File: src/rtl/fft_serializer.sv
// Streams one buffered FFT frame out as one complex sample per send handshake; sample 0 follows accept by one cycle.
// send_val is never retracted on backpressure; a new frame is taken only in IDLE or on the last beat, so frames run back to back with no bubble.
module fft_serializer #(
  parameter int BIT_WIDTH   = 32,
  parameter int DECIMAL_PT  = 16,
  parameter int N_SAMPLES   = 8,
  parameter int BIT_REVERSE = 0
) (
  input  logic                                clk,
  input  logic                                reset,
  input  logic [N_SAMPLES-1:0][BIT_WIDTH-1:0] recv_msg_real,
  input  logic [N_SAMPLES-1:0][BIT_WIDTH-1:0] recv_msg_imag,
  input  logic                                recv_val,
  output logic                                recv_rdy,
  output logic [BIT_WIDTH-1:0]                send_msg_real,
  output logic [BIT_WIDTH-1:0]                send_msg_imag,
  output logic [$clog2(N_SAMPLES)-1:0]        send_idx,
  output logic                                send_last,
  output logic                                send_val,
  input  logic                                send_rdy
);

  localparam int IDX_W = $clog2(N_SAMPLES);
  localparam logic [IDX_W-1:0] CNT_MAX = IDX_W'(N_SAMPLES - 1);

  if ((N_SAMPLES < 2) || ((N_SAMPLES & (N_SAMPLES - 1)) != 0) || (DECIMAL_PT > BIT_WIDTH)) begin : g_param_check
    $error("fft_serializer: N_SAMPLES must be a power of two >= 2 and DECIMAL_PT <= BIT_WIDTH");
  end

  typedef enum logic {IDLE, SEND} state_t;

  state_t               state, state_next;
  logic [IDX_W-1:0]     cnt, cnt_next;
  logic                 load;
  logic [IDX_W-1:0]     rd_idx;
  logic [BIT_WIDTH-1:0] buf_real [N_SAMPLES];
  logic [BIT_WIDTH-1:0] buf_imag [N_SAMPLES];

  function automatic logic [IDX_W-1:0] bitrev(input logic [IDX_W-1:0] x);
    logic [IDX_W-1:0] r;
    for (int b = 0; b < IDX_W; b++) r[b] = x[IDX_W-1-b];
    return r;
  endfunction

  always_ff @(posedge clk) begin
    if (reset) begin
      state <= IDLE;
      cnt   <= '0;
      for (int i = 0; i < N_SAMPLES; i++) begin
        buf_real[i] <= '0;
        buf_imag[i] <= '0;
      end
    end else begin
      state <= state_next;
      cnt   <= cnt_next;
      if (load) begin
        for (int i = 0; i < N_SAMPLES; i++) begin
          buf_real[i] <= recv_msg_real[i];
          buf_imag[i] <= recv_msg_imag[i];
        end
      end
    end
  end

  always_comb begin
    state_next = state;
    cnt_next   = cnt;
    load       = 1'b0;
    recv_rdy   = 1'b0;
    send_val   = 1'b0;
    if (!reset) begin
      case (state)
        IDLE: begin
          recv_rdy = 1'b1;
          if (recv_val) begin
            load       = 1'b1;
            cnt_next   = '0;
            state_next = SEND;
          end
        end
        SEND: begin
          send_val = 1'b1;
          if (send_rdy) begin
            if (cnt != CNT_MAX) begin
              cnt_next = cnt + IDX_W'(1);
            end else begin
              // Last beat: the only SEND cycle where a new frame may enter.
              recv_rdy = 1'b1;
              cnt_next = '0;
              if (recv_val) load = 1'b1;
              else          state_next = IDLE;
            end
          end
        end
        default: state_next = IDLE;
      endcase
    end
  end

  assign rd_idx        = (BIT_REVERSE != 0) ? bitrev(cnt) : cnt;
  assign send_msg_real = buf_real[rd_idx];
  assign send_msg_imag = buf_imag[rd_idx];
  assign send_idx      = cnt;
  assign send_last     = (cnt == CNT_MAX);

endmodule

File: config.mk
export PLATFORM = sky130hd
export DESIGN_NAME = fft_serializer
export DESIGN_NICKNAME = d
export VERILOG_FILES = /design/src/rtl/fft_serializer.sv
export SDC_FILE = /design/constraint.sdc
export NUM_CORES = 1
export LEC_CHECK = 0
export BUFFER_PORTS_ARGS = -buffer_cell sky130_fd_sc_hd__buf_2
export CAP_MARGIN = 30
export CORE_MARGIN = 4
export CORE_UTILIZATION = 46
export CTS_CLUSTER_DIAMETER = 40
export CTS_CLUSTER_SIZE = 24
export DETAILED_ROUTE_END_ITERATION = 7
export PLACE_DENSITY_LB_ADDON = 0.25
export SLEW_MARGIN = 30
export SYNTH_ARGS = -nofsm -noshare
export SYNTH_HDL_FRONTEND = slang
export SYNTH_SLANG_ARGS = --single-unit
File: constraint.sdc
create_clock -name clk -period 37 [get_ports clk]
set_clock_uncertainty 0.15 [all_clocks]
set_input_delay 3.7 -clock clk [delete_from_list [all_inputs] [get_ports clk]]
set_output_delay 3.7 -clock clk [all_outputs]
set_load 0.01 [all_outputs]
==> run metrics <==
setup ws final=roughly 29000 ps; Setup Viol. Count Final=0; total grt overflow=0; Die Y=roughly 230 um; fmax=roughly 120 MHz; Hold Slack=roughly 410 ps; H-tree Lvls=3; reg-to-reg slack, setup=around 33000 ps; Sink Count=slightly above 500; total routed wirelength=around 58 mm; grt peak-use layer=met2; worst slew pin tran=slightly above 900 ps; met1 usage=26.9%; Initial Util=~47%; worst vdd rail ir drop=0.0399 mV; first-pass GRT wire length=~86 mm; drt drc=0; Tot Pwr=around 0.0016 W; post-CTS setup repair buffer count=0; HPWL after DPL=39.8 mm; synth unique cells=19; Die ar.=53400 um^2; CTS root buffer=clkbuf_16; Hold Crit Class=flip-flop to flip-flop; P per Cell Area=53.5 nW/um^2; period utilisation layout=22.9%; Crit path arrival time=between 4000 and 5000 ps; ANT nets after route=0; CP cell instances=buf_2 > a21boi_1 > nor2_1 > buf_2; Worst path max stage delay=~490 ps; clock buffer depth=3; EDFF count, synth=~510; Required @ worst endpoint=33150 ps; Post-Synthesis Cells=1333; die width=between 200 and 250 um; Fillers=between 3000 and 4000; relative slew slack=39.0%; initial antenna violation count=35; vias in the first global route=about 15000; max-slew violation count=0; layout net count=2443; static leakage=~12 nW; synth-to-layout area growth=27.5%; Syn Std Cell Area=22900 um^2; vias=around 14000; CP Launch Type=input port; placed cell count=~2500; critical-path maximum fanout=5; Pre-antenna DRT Iters=5; pre-CTS setup slack=around 29000 ps; total track usage=a little over a fifth; Port Buf Inserts=585; row count=~80; status=finished clean; minimum clock period=8470 ps; most frequent cells in the layout=buf_2 (584), edfxtp_1 (512), and2_1 (384); routed length per instance=around 22 um; CTS tree=done; Yosys warnings=0; crit-path most repeated cell=buf_2; Synthesized Nets=1851; post-CTS sizing=0; slowest CP cell=a21boi_1; I/O pin total=about 590; M3 GR Usage=approximately 7.0%; layout cells sized above 1=47.0%; commonest non-fill, non-tap cell in the layout=buf_2; Async S/R FF share, synth=0%; non-filler cells, final=2672; mean number of vias per cell=approximately 5.1; core outline area=around 50000 um^2; gpl congestion=0.820; Initial DRC Count=about 1000; FF+latch count, synth=just over 500; worst-skew pair later-pin latency=roughly 610 ps; sequential area share after synthesis=approximately two thirds; met2 usage=between 30% and 40%; Setup crit end kind=output pin; syn_area_per_cell=around 17 um^2; largest net degree at the start of global routing=approximately 190; Reg clk slew, reported paths=roughly 50 ps; # Max-Cap Violations=0; Setup CP Type=input port to output pin; Hold Buf Count CTS=0; Setup TNS Final=0 ps; RSZ-0062 raised after global routing=no; Most used DFF post-synth=edfxtp_1; Final Hold Violating Endpoints=0; CTS Buf Count=79
## Yosys cell counts (2+ instances only)
library cell	number	share of area, %
and2_1	384	10
mux4_2	128	13
dfxtp_1	7	0.61
edfxtp_1	512	67
ha_1	2	0.11
nor2_1	7	0.11
buf_2	7	0.15
a32oi_1	3	0.11
buf_4	3	0.098
buf_1	9	0.15
clkbuf_1	62	1.0
nor2b_1	129	3.5
buf_6	11	0.54
mux2_2	64	3.1
## cell type report
class	count	area (um^2)	area share (%)
well taps	664	831	2.85
multi-input cells	721	6940	23.8
diodes	19	47.5	0.163
inverters	1	3.75	0.0129
clock buffers	86	2030	6.97
flip-flops and latches	519	15500	53.2
clock inverters	59	643	2.20
repair buffers	603	3160	10.8
## flip-flops by register name, indices dropped and copies added, names as in the netlist, named ones only
register and cells:
send_idx 3, buf_imag 256, buf_real 256, state 1
## worst paths after layout
path,from,endpoint,depth (start not counted)
worst max-delay path,send_rdy,recv_rdy,4
worst min register to register,send_idx[2]$_SDFFE_PP0P_,send_idx[2]$_SDFFE_PP0P_,2
worst min-delay path,send_idx[2]$_SDFFE_PP0P_,send_idx[2]$_SDFFE_PP0P_,2
worst max register to register,send_idx[0]$_SDFFE_PP0P_,buf_real[4][20]$_SDFFCE_PN0P_,7
## through the flow
step                      area, um^2  util, %
final                          29200     59.5
after global routing           29200     59.5
after CTS                      29100     59.3
after detailed placement       26400     53.8
after global placement         26400     53.8
after floorplan                22900        -
## kinds of logic (layout without fill, tap and decap cells)
| logic type | Yosys count | after routing | share of synthesized area, % |
|---|---|---|---|
| fa+ha+maj | 2 | 2 | 0.109 |
| compound gates | 5 | 5 | 0.180 |
| other cells | 0 | 19 | 0 |
| flops | 519 | 519 | 67.8 |
| simple gates | 521 | 521 | 14.2 |
| buf+inv | 93 | 749 | 1.97 |
| mux | 193 | 193 | 15.8 |
## worst max-delay path, delay by kind of cell
family | cells | cell delay [ps]
AO/OA/AOI/OAI | 1 | 490
buffers and inverters | 2 | 310
AND/OR/NAND/NOR | 1 | 120
## routing by layer
metal	share of wire (%)	vias to the layer above	routed length, um
met5	0.34	-	200
met4	3.3	32	1950
met3	8.4	145	4870
met2	49	520	28900
met1	38	6794	22400
li1	-	6191	-
## power breakdown
part	leakage [nW]	switching, W	internal, W	total, W
Combinational	4.91	0.0000554	0.0000614	0.000117
Clock	1.28	0.000290	0.000446	0.000736
Sequential	5.56	0.0000126	0.000696	0.000709
Total	11.7	0.000358	0.00120	0.00156
(Power assumes the default switching activity.)
